$ cat src/rtl/fir_pkg.sv
`default_nettype none
// +----------------------------------------------------------------------------+
// | fir_pkg                                                                    |
// | Shared types and helpers for the time-multiplexed FIR filter.              |
// | Revision: 1.0                                                              |
// +----------------------------------------------------------------------------+
package fir_pkg;

    typedef enum logic [1:0] {
        S_IDLE = 2'd0,
        S_MAC  = 2'd1,
        S_OUT  = 2'd2
    } state_t;

    // Tap 0 = 1, all others 0: the filter comes out of reset as a pass-through.
    localparam int c_reset_coef0 = 1;

    function automatic int acc_w(input int data_w, input int coef_w, input int ntaps);
        return data_w + coef_w + $clog2(ntaps);
    endfunction

    function automatic int reset_coef(input int tap);
        return (tap == 0) ? c_reset_coef0 : 0;
    endfunction

endpackage
`default_nettype wire

$ cat src/rtl/fir_mac.sv
`default_nettype none
// +----------------------------------------------------------------------------+
// | fir_mac                                                                    |
// | Registered signed multiply-add: acc_out <= acc_in + a*b (clr zeroes it).   |
// | Revision: 1.0                                                              |
// +----------------------------------------------------------------------------+
module fir_mac #(
    parameter int A_W   = 8,
    parameter int B_W   = 8,
    parameter int ACC_W = 19
) (
    input  logic                    clk,
    input  logic                    rst,
    input  logic                    clr,
    input  logic                    en,
    input  logic signed [ACC_W-1:0] acc_in,
    input  logic signed [A_W-1:0]   a,
    input  logic signed [B_W-1:0]   b,
    output logic signed [ACC_W-1:0] acc_out
);

    localparam int P_W = A_W + B_W;

    logic signed [P_W-1:0]   w_prod;
    logic signed [ACC_W-1:0] w_prod_ext;

    assign w_prod     = a * b;
    assign w_prod_ext = {{(ACC_W - P_W){w_prod[P_W-1]}}, w_prod};

    always_ff @(posedge clk) begin
        if (rst) begin
            acc_out <= '0;
        end else if (clr) begin
            acc_out <= '0;
        end else if (en) begin
            acc_out <= acc_in + w_prod_ext;
        end
    end

endmodule
`default_nettype wire

$ cat src/rtl/fir_mac_param.sv
`default_nettype none
// +----------------------------------------------------------------------------+
// | fir_mac_param                                                              |
// | NTAPS-tap FIR over one shared MAC; define FIR_SAT_EN for round+saturate.   |
// | Revision: 1.0                                                              |
// +----------------------------------------------------------------------------+
module fir_mac_param
    import fir_pkg::*;
#(
    parameter int DATA_W = 8,
    parameter int COEF_W = 8,
    parameter int NTAPS  = 8,
    parameter int OUT_W  = 16,
    parameter int SHIFT  = 0
) (
    input  logic                     clk,
    input  logic                     rst,
    input  logic [DATA_W-1:0]        x_dat,
    input  logic                     x_vld,
    output logic                     x_rdy,
    input  logic                     coef_we,
    input  logic [$clog2(NTAPS)-1:0] coef_addr,
    input  logic [COEF_W-1:0]        coef_dat,
    output logic [OUT_W-1:0]         y_dat,
    output logic                     y_vld,
    output logic                     busy
);

    localparam int AW    = $clog2(NTAPS);
    localparam int ACC_W = acc_w(DATA_W, COEF_W, NTAPS);
    localparam int XW    = ((ACC_W > SHIFT + OUT_W) ? ACC_W : SHIFT + OUT_W) + 1;

    state_t                  r_state;
    state_t                  w_next;
    logic [AW-1:0]           r_k;
    logic [AW-1:0]           r_wr_ptr;
    logic [AW-1:0]           w_rd_idx;
    logic [DATA_W-1:0]       r_dline [NTAPS];
    logic [COEF_W-1:0]       r_coef  [NTAPS];
    logic [OUT_W-1:0]        r_y_dat;
    logic                    r_y_vld;
    logic                    w_accept;
    logic                    w_last;
    logic                    w_mac_clr;
    logic                    w_mac_en;
    logic signed [ACC_W-1:0] w_acc;
    logic signed [XW-1:0]    w_acc_x;
    logic [OUT_W-1:0]        w_y_fmt;

    assign x_rdy    = (r_state == S_IDLE);
    assign busy     = ~x_rdy;
    assign w_accept = x_rdy & x_vld;
    assign w_last   = (r_k == AW'(NTAPS - 1));
    assign y_dat    = r_y_dat;
    assign y_vld    = r_y_vld;

    always_ff @(posedge clk) begin
        if (rst) begin
            r_state <= S_IDLE;
        end else begin
            r_state <= w_next;
        end
    end

    always_comb begin
        w_next    = r_state;
        w_mac_clr = 1'b0;
        w_mac_en  = 1'b0;
        case (r_state)
            S_IDLE: begin
                if (x_vld) begin
                    w_next    = S_MAC;
                    w_mac_clr = 1'b1;
                end
            end
            S_MAC: begin
                w_mac_en = 1'b1;
                if (w_last) begin
                    w_next = S_OUT;
                end
            end
            S_OUT:   w_next = S_IDLE;
            default: w_next = S_IDLE;
        endcase
    end

    // wr_ptr holds the newest sample until OUT, so tap k sits k slots behind it.
    always_comb begin
        if (r_wr_ptr >= r_k) begin
            w_rd_idx = r_wr_ptr - r_k;
        end else begin
            w_rd_idx = AW'({1'b0, r_wr_ptr} + (AW + 1)'(NTAPS) - {1'b0, r_k});
        end
    end

    always_ff @(posedge clk) begin
        if (rst) begin
            for (int i = 0; i < NTAPS; i++) begin
                r_dline[i] <= '0;
                r_coef[i]  <= COEF_W'(reset_coef(i));
            end
            r_wr_ptr <= '0;
            r_k      <= '0;
            r_y_dat  <= '0;
            r_y_vld  <= 1'b0;
        end else begin
            if (x_rdy && coef_we && ({1'b0, coef_addr} < (AW + 1)'(NTAPS))) begin
                r_coef[coef_addr] <= coef_dat;
            end
            if (w_accept) begin
                r_dline[r_wr_ptr] <= x_dat;
            end
            if (r_state == S_MAC) begin
                r_k <= w_last ? '0 : r_k + AW'(1);
            end
            if (r_state == S_OUT) begin
                r_wr_ptr <= (r_wr_ptr == AW'(NTAPS - 1)) ? '0 : r_wr_ptr + AW'(1);
                r_y_dat  <= w_y_fmt;
            end
            r_y_vld <= (r_state == S_OUT);
        end
    end

    fir_mac #(
        .A_W   (DATA_W),
        .B_W   (COEF_W),
        .ACC_W (ACC_W)
    ) u_mac (
        .clk     (clk),
        .rst     (rst),
        .clr     (w_mac_clr),
        .en      (w_mac_en),
        .acc_in  (w_acc),
        .a       (r_dline[w_rd_idx]),
        .b       (r_coef[r_k]),
        .acc_out (w_acc)
    );

    assign w_acc_x = {{(XW - ACC_W){w_acc[ACC_W-1]}}, w_acc};

`ifdef FIR_SAT_EN
    localparam logic signed [XW-1:0] c_round = (XW'(1) << SHIFT) >> 1;
    localparam logic signed [XW-1:0] c_max   = (XW'(1) << (OUT_W - 1)) - XW'(1);
    localparam logic signed [XW-1:0] c_min   = ~c_max;

    logic signed [XW-1:0] w_round;

    assign w_round = (w_acc_x + c_round) >>> SHIFT;

    always_comb begin
        if (w_round > c_max) begin
            w_y_fmt = c_max[OUT_W-1:0];
        end else if (w_round < c_min) begin
            w_y_fmt = c_min[OUT_W-1:0];
        end else begin
            w_y_fmt = w_round[OUT_W-1:0];
        end
    end
`else
    logic signed [XW-1:0] w_shr;
    logic                 w_unused_hi;

    // Plain truncation: bits above the output window are discarded (wrap).
    assign w_shr       = w_acc_x >>> SHIFT;
    assign w_y_fmt     = w_shr[OUT_W-1:0];
    assign w_unused_hi = ^w_shr[XW-1:OUT_W];
`endif

endmodule
`default_nettype wire

$ cat config.mk
export PLATFORM = sky130hd
export DESIGN_NAME = fir_mac_param
export DESIGN_NICKNAME = d
export VERILOG_FILES = /design/src/rtl/fir_pkg.sv /design/src/rtl/fir_mac.sv /design/src/rtl/fir_mac_param.sv
export SDC_FILE = /design/constraint.sdc
export NUM_CORES = 1
export LEC_CHECK = 0
export BUFFER_PORTS_ARGS = -buffer_cell sky130_fd_sc_hd__buf_4
export CORE_MARGIN = 8
export CORE_UTILIZATION = 56
export DETAILED_ROUTE_END_ITERATION = 8
export HOLD_SLACK_MARGIN = 0.12
export PLACE_DENSITY = 0.86
export SLEW_MARGIN = 20
export SYNTH_ARGS = -nofsm -noshare
export SYNTH_HDL_FRONTEND = slang
export SYNTH_SLANG_ARGS = --single-unit
$ cat constraint.sdc
create_clock -name clk -period 5.85 [get_ports clk]
set_clock_uncertainty 0.15 [all_clocks]
set_input_delay 0.8775 -clock clk [delete_from_list [all_inputs] [get_ports clk]]
set_output_delay 0.8775 -clock clk [all_outputs]
set_load 0.02 [all_outputs]
; Word level (Yosys, flattened, before mapping)
; Memory sizes are Yosys's and may differ from the RTL's. A register that Yosys moved wholly into a read port is not among the register bits.
; Index checks and enable logic that the tools add are counted.
; W data, S select, Z words.
[word_totals]
reg_bits = 44
latchBits = 0
ram_bits = 128
romBits = 0
output_inout_bits = 19
wordCells = 55
mem_count = 2
[op_classes]
n_addsub = 6
n_mul = 1
div = 0
n_lt_le_gt_ge = 1
eq_ne = 6
n_shift = 0
muxes = 25
n_bitwise = 2
n_reduce_logical = 6
[mem_list]
columns = name, words, word_bits, read_ports, rd_clocked_by_memory_dff, write_ports, line
row1 = r_coef, 8, 8, 1, 1, 8, fir_mac_param.sv:39  ; logic [COEF_W-1:0] r_coef [NTAPS];
row2 = r_dline, 8, 8, 1, 0, 8, fir_mac_param.sv:38  ; logic [DATA_W-1:0] r_dline [NTAPS];
[ops]
columns = operator, n
row1 = $mux W3, 7
row2 = $add A19 B16 Y19, 1
row3 = $mul A8 B8 Y16, 1
row4 = $mux W8, 2
row5 = $reduce_or A8 Y1, 2
row6 = $mux W1, 13
row7 = $add A3 B1 Y3 const B, 3
row8 = $eq A3 B3 Y1 const B, 2
row9 = $sub A3 B3 Y3, 2
row10 = $mux W2, 2
row11 = $ne A2 B2 Y1 const B, 2
row12 = $pmux W2 S2, 1
row13 = $ge A3 B3 Y1, 1
row14 = $eq A2 B1 Y1 const B, 1
row15 = $eq A2 B2 Y1 const B, 1
row16 = $logic_not A2 Y1, 1
row17 = $reduce_and A2 Y1, 1
row18 = $reduce_or A2 Y1, 1
row19 = $and A1 B1 Y1, 1
row20 = $logic_and A1 B1 Y1, 1
row21 = $not A1 Y1, 1

; Depth between registers and ports, before layout
; Gate-level depths: netlist (run 1).
[depth]
depth_word = 7
depth_mapped = 26
ltp_nobuf = 25

; Hierarchy
; From an unflattened synthesis (run 1), not the netlist that was laid out.
[hier_totals]
cells_unflattened = 897
hier_area_um2 = 11234.5
[modules_own_cells]
columns = mod, n_inst, cells_each, area_per_inst_um2, seq_area_each_um2
row1 = fir_mac_param, 1, 480, 7144.4, 4404.2
row2 = fir_mac, 1, 417, 4090.2, 380.4

; Worst setup path after synthesis (run 1)
; OpenSTA, ideal clock, no wires.
[synth_timing]
kind = flip-flop to flip-flop
from = register r_wr_ptr[0]
to = register u_mac.acc_out[15]
setup_ps = 70
arrival_time_ps = 6293
required_time_ps = 5630
setup_slack_ps = -663
path_stages_with_launch = 24
n_path_buf = 0
synth_period_minus_slack_ps = 6513
cell_sequence = dfxtp_1 inv_1 ha_1 inv_1 fa_1 xor2_1 xnor2_2 mux4_2 mux2i_4 nor2_1 inv_2 fa_1 inv_1 fa_1 fa_1 fa_1 fa_1 ha_1 o21ai_0 a211oi_1 a221oi_1 xnor2_1 nand2_1 a21oi_1
[synth_via]
elab_chain_cells = 6
[synth_rtl]
columns = item, line
row1 = start: declaration, fir_mac_param.sv:36  ; logic [AW-1:0] r_wr_ptr;
row2 = start signal: assignment, fir_mac_param.sv:117  ; r_wr_ptr <= (r_wr_ptr == AW'(NTAPS - 1)) ? '0 : r_wr_ptr + AW'(1);
row3 = $add A3 B1 Y3, fir_mac_param.sv:92  ; w_rd_idx = AW'({1'b0, r_wr_ptr} + (AW + 1)'(NTAPS) - {1'b0, r_k});
row4 = $sub A3 B3 Y3, fir_mac_param.sv:92
row5 = $mux W3 (*), fir_mac_param.sv:89  ; if (r_wr_ptr >= r_k) begin
row6 = $mem_v2 Z8 W8 (*), n/a
row7 = $mul A8 B8 Y16 (*), fir_mac.sv:27  ; assign w_prod = a * b;
row8 = $add A19 B16 Y19 (*), fir_mac.sv:36  ; acc_out <= acc_in + w_prod_ext;
row9 = end signal: assignment, fir_mac.sv:36
row10 = end: declaration, fir_mac.sv:19  ; output logic signed [ACC_W-1:0] acc_out
; Every way passes the cells marked *; elsewhere a longest branch is shown, timed or not.
; A chain may end at the register's enable or synchronous reset.

; Worst setup path after layout (run 1)
[layout_timing]
from = register r_wr_ptr[0]
to = register u_mac.acc_out[13]
; Same word-level chain as after synthesis.

==> qor.csv, run 1 <==
metric;value;unit
cts hold-fix bufs;0;
antenna violations before repair;0;
PortBufs;41;
Netlist Area Pre-Place;10400;sq um
first-pass GRT wire length;38.9;mm
MaxCap Viol Count;0;
total gr overflow;0;
root buf cell;clkbuf_16;
CP required;6.05;ns
CTS clk-pin slew, worst paths;0.07;ns
DIE WIDTH;152;um
vias;6882;
Post-DP HPWL;17.0;mm
pin count of the biggest net entering global routing;47;
failing checks;negative setup slack;
WL/cell;19.8;um
number of DRC markers in iteration 0;570;
Netlist cell types;47;
I/O pin total;42;
Rows;50;
Slew Viols, Final;0;
Worst Max-Slew Pin Slew;1.14;ns
Worst Setup Start Kind;register;
sequential area share after synthesis;0.454;
Post-synth EDFFs;128;
Skew-Pair Late Insertion Delay;0.45;ns
Routed Antenna Nets;0;
Ys Warns;0;
flops & latches, synth;172;
clock tree buffer depth;2;
reg-to-reg setup timing slack;-0.53;ns
vias per cell;5.65;
top post-synthesis cells by area;edfxtp_1 (37%), fa_1 (14%), dfxtp_1 (8.5%);
final cycle utilization of the critical path;1.09;
critical-path maximum fanout;8;
Crit path arrival time;6.57;ns
final worst setup slack;-0.526;ns
worst slew margin relative to its limit;0.243;
Critical Path Most Common Cell;fa_1;
Die H;152;um
RD Place Congestion;0.848;
Max IR drop VDD;0.294;mV
max incr delay on CP;0.55;ns
CP Class;register to register;
area leader, netlist;edfxtp_1;
layout cell share with drive strength beyond 1;0.286;
die area;23200;sq um
Mapped Avg Cell Area;12.1;sq um
routed wire length;24.2;mm
Worst Hold Class;register to register;
Core Area;18500;sq um
syn nets;997;
Layout Area Growth over Synthesis;19.9;%
DR DRC count;0;
leakage power;5.13;nW
H-tree levels;4;
Power per Cell Area;502;nW/um^2
# diodes;0;
Post-Syn Instances;860;
Pre-Repair DR Iteration Count;5;
Buf/Inv on CP;6;
CTS tree;done;
kind of cell adding the most delay to the critical path;adder cells;
Synth async-reset ratio;0;
WHS;0.306;ns
top_reg_cell synth;edfxtp_1;
CP max-delay cell;mux4_2;
maximum clock frequency;0.157;GHz
status;complete, but fails checks;
CTS Buf Count;17;
Finish-stage setup viols;9;
CTS sink cnt;172;
via count of the first global-routing pass;7581;
final net count;1108;
Yosys top cell area share;0.369;
post-layout min period;6.38;ns
all-layer global routing usage;0.214;
Fin. Hold Viols;0;
CP endpoint kind;register;
final core occ;0.676;
RSZ-0062 raised after global routing;yes;
Starting Density;0.564;
## placed cells by master, fill, tap and decap left out, types with 25 or more instances in the layout
cell / n
edfxtp_1: 128
or2_2: 36
mux4_2: 32
dfxtp_1: 42
and2_1: 133
a21oi_1: 35
buf_4: 105
nor2_1: 52
fa_1: 68
ha_1: 25
inv_1: 79
nand2_1: 62
## through the flow
step                std cells  setup TNS, ns  total power [W]  setup WS [ns]  cell area (sq um)
floorplan                 860          -2.24          0.00340         -0.399              10500
global placement         1175          -2.78          0.00418         -0.511              11500
detailed placement       1175          -4.16          0.00435         -0.620              11500
CTS                      1214          -3.51          0.00598         -0.510              12300
global route             1218          -5.65          0.00669         -0.769              12500
finish                   1218          -3.70          0.00627         -0.526              12500
## timing repair
action | CTS | global route
resized for setup | 27 | 21
endpoints found under the setup margin | 9 | 10
setup buffers | 9 | 7
endpoints found under the hold margin | 0 | 0
cloned | 0 | 0
pin swaps | 31 | 41
## report_power, final
group	leakage (nW)	switching (W)	internal [W]
sequential	1.68	0.0000369	0.00137
clock	0.288	0.000542	0.000613
combinational	3.16	0.00179	0.00192
## tightest hold or removal path: stages, from the launching register on
cell     delay, ns
dfxtp_1       0.31
nand2_1       0.05
a21oi_1       0.05
## Yosys cell counts (all sizes together), types with 12 or more instances
library cell,n
a21oi,38
and2,133
clkbuf,17
dfxtp,44
edfxtp,128
fa,73
ha,41
inv,90
mux2i,16
mux4,32
nand2,62
nor2,55
nor3,12
or2,41
xnor2,14
## registers in the layout (all words and copies together) (netlist names), named ones only
register,count
r_wr_ptr,3
r_k,3
y_vld,1
r_state,2
u_mac.acc_out,16
y_dat,16
r_dline,64
r_coef,64
## kinds of logic (layout without fill, tap and decap cells)
family / count (synthesis) / count (layout) / synth area share
compound gates: 65 / 65 / 0.0376
xor+xnor: 18 / 18 / 0.0172
fa+ha+maj: 114 / 114 / 0.190
buf+inv: 114 / 238 / 0.0420
flops: 172 / 172 / 0.454
mux: 49 / 49 / 0.0917
simple gates: 328 / 328 / 0.168
## routing by layer
metal  up-vias  global-route usage  wire [um]
li1       3123                   -          -
met1      3478               0.239       9350
met2       225               0.391      13000
met3        56              0.0423       1140
met4         0              0.0909        719
met5         -                   0          0
## area by class of cell
type	count	area (sq um)
clock buffers	18	429
multi-input cells	574	5570
repair buffers	116	947
inverters	90	338
fillers	1210	5980
well taps	234	293
clock inverters	14	171
flip-flops and latches	172	4730
## worst paths after layout
| kind | startpoint | to | cells after the start |
|---|---|---|---|
| worst min register to register | y_dat[7] | y_dat[7] | 2 |
| worst max register to register | r_wr_ptr[0] | u_mac.acc_out[13] | 25 |
| worst min-delay path | y_dat[7] | y_dat[7] | 2 |
| worst max-delay path | r_wr_ptr[0] | u_mac.acc_out[13] | 25 |
No activity file was read; power rests on OpenSTA's default activity.
==> run 2, diff against run 1 <==
Settings changed: CORE_UTILIZATION 56 to 30, PLACE_DENSITY 0.86 to 0.55.
Clock period 5.85 ns to 5.95 ns, I/O delays scaled along.
==> qor.csv, run 2 (synthesis gave the netlist of run 1 again) <==
metric;value;unit;change
I/O pin total;42;;unchanged
Layout Cells excl Fill;1450;;+19%
final core occ;0.373;;-0.303
Pre-Repair DR Iteration Count;5;;unchanged
PortBufs;41;;unchanged
routed wire length;24.1;mm;-0.18%
Slew Viols, Final;0;;unchanged
Routed Antenna Nets;0;;unchanged
worst slew margin relative to its limit;0.262;;+0.0190
Worst Max-Slew Pin Slew;1.11;ns;-0.0286 ns
layout cell share with drive strength beyond 1;0.290;;+0.00488
Power per Cell Area;464;nW/um^2;-7.6%
Core Area;34400;sq um;+86%
CTS tree;done;;
Crit path arrival time;6.51;ns;-0.06 ns
CTS sink cnt;172;;unchanged
CP endpoint kind;register;;
cell area after layout;12800;sq um;+2.7%
Fin. Hold Viols;0;;unchanged
clock tree buffer depth;2;;unchanged
leakage power;5.18;nW;+1.0%
CTS clk-pin slew, worst paths;0.07;ns;about the same
all-layer global routing usage;0.124;;-0.0902
RSZ-0062 raised after global routing;yes;;
number of DRC markers in iteration 0;343;;-40%
CP Class;register to register;;
RD Place Congestion;0.759;;-11%
Switch Pwr;0.00222;W;-5.9%
Starting Density;0.303;;-0.261
final worst setup slack;-0.423;ns;+0.103 ns
root buf cell;clkbuf_16;;
# diodes;0;;unchanged
most frequent cells in the layout;and2_1 (132), edfxtp_1 (128), buf_4 (116), inv_1 (80), fa_1 (66);;
final cycle utilization of the critical path;1.07;;-0.0188
pin count of the biggest net entering global routing;47;;unchanged
fillers;3402;;+180%
clock share of power;0.189;;+0.005
Placed Area;11900;sq um;+3.0%
Int Power;0.00372;W;-4.6%
WL/cell;16.6;um;-16%
Layout Area Growth over Synthesis;23.2;%;
first-pass GRT wire length;39.7;mm;+1.9%
status;complete, but fails checks;;
Worst Setup Start Kind;register;;
antenna violations before repair;0;;unchanged
via count of the first global-routing pass;7034;;-7.2%
leading cell type in the layout, fill and taps excluded;and2_1;;
Finish-stage setup viols;9;;unchanged
CP required;6.08;ns;+0.03 ns
maximum clock frequency;0.157;GHz;about the same
vias;6493;;-5.7%
post-layout min period;6.37;ns;-0.00277 ns
logic gate share of total power;0.579;;-0.012
H-tree levels;4;;unchanged
failing checks;negative setup slack;;
Regs by FF count;r_coef: 64 flops, r_dline: 64 flops;;
cts hold-fix bufs;0;;unchanged
register share of total power;0.232;;+0.008
Die H;202;um;+33%
DIE WIDTH;202;um;+33%
CTS Buf Count;17;;unchanged
die area;40900;sq um;+76%
Max IR drop VDD;0.456;mV;+55%
Rows;68;;+36%
final net count;1119;;+0.99%
placed insts;1401;;+19%
vias per cell;4.48;;-21%
critical-path maximum fanout;4;;-4
DR DRC count;0;;unchanged
Tot Pwr;0.00595;W;-5.1%
MaxCap Viol Count;0;;unchanged
switching power share of the total;0.374;;-0.00320
Worst Hold Class;register to register;;
Skew-Pair Late Insertion Delay;0.44;ns;about the same
total gr overflow;0;;unchanged
Post-DP HPWL;17.9;mm;+5.5%
run 2: through the flow:
step           hold WS (ns)  setup TNS [ns]  setup WS [ns]
2_1_floorplan         0.282           -1.52         -0.299
3_3_place_gp          0.293           -2.64         -0.491
3_5_place_dp          0.295           -3.23         -0.597
4_1_cts               0.304           -2.58         -0.431
5_1_grt               0.318           -4.99         -0.682
6_report              0.301           -2.79         -0.423
run 2: area by class of cell:
class | instances | area (sq um) | share of cell area
Clock inverter | 14 | 151 | 0.0118
Tap cell | 455 | 569 | 0.0444
Sequential cell | 172 | 4730 | 0.369
Clock buffer | 18 | 429 | 0.0335
Inverter | 90 | 338 | 0.0264
Multi-Input combinational cell | 574 | 5550 | 0.433
Timing Repair Buffer | 127 | 1050 | 0.0817
run 2: repair_timing:
item | CTS | global route
endpoints found under the setup margin | 9 | 10
setup buffers | 14 | 4
hold endpoints to repair | 0 | 0
pin swaps | 34 | 18
gates resized for setup | 34 | 12
run 2: power groups by stage:
stage               Sequential, W  Combinational (W)  Clock [W]
floorplan                 0.00139            0.00195          0
global placement          0.00141            0.00279          0
detailed placement        0.00141            0.00280          0
CTS                       0.00138            0.00328    0.00115
global route              0.00139            0.00385    0.00120
finish                    0.00138            0.00344    0.00112
run 2: final timing paths:
| kind | start | endpoint | slack, ns | cells past startpoint |
|---|---|---|---|---|
| max | r_wr_ptr[0] | u_mac.acc_out[11] | -0.42 | 26 |
| min | u_mac.acc_out[6] | y_dat[6] | 0.30 | 2 |
| max reg2reg | r_wr_ptr[0] | u_mac.acc_out[11] | -0.42 | 26 |
| min reg2reg | u_mac.acc_out[6] | y_dat[6] | 0.30 | 2 |
run 2: layer usage:
metal,GRT usage,up-vias,share of wire
met5,0,-,0
met4,0.0399,0,0.017
met3,0.0218,27,0.028
met2,0.209,100,0.50
met1,0.160,3219,0.46
li1,-,3147,-
run 2: worst max-delay path: stages (launching register included):
cell and delay (ns):
dfxtp_2 0.33, inv_2 0.07, ha_4 0.12, inv_2 0.03, fa_2 0.34, xor2_2 0.17, xnor2_2 0.21, buf_4 0.17
buf_6 0.11, mux4_2 0.34, mux2i_4 0.22, nor2_2 0.06, fa_1 0.57, inv_2 0.05, fa_1 0.55, inv_2 0.04
fa_1 0.47, fa_1 0.55, fa_2 0.46, ha_4 0.30, o21ai_4 0.05, o211ai_1 0.25, and2_4 0.21, buf_4 0.11
buf_6 0.09, xnor2_2 0.12, a211oi_2 0.09
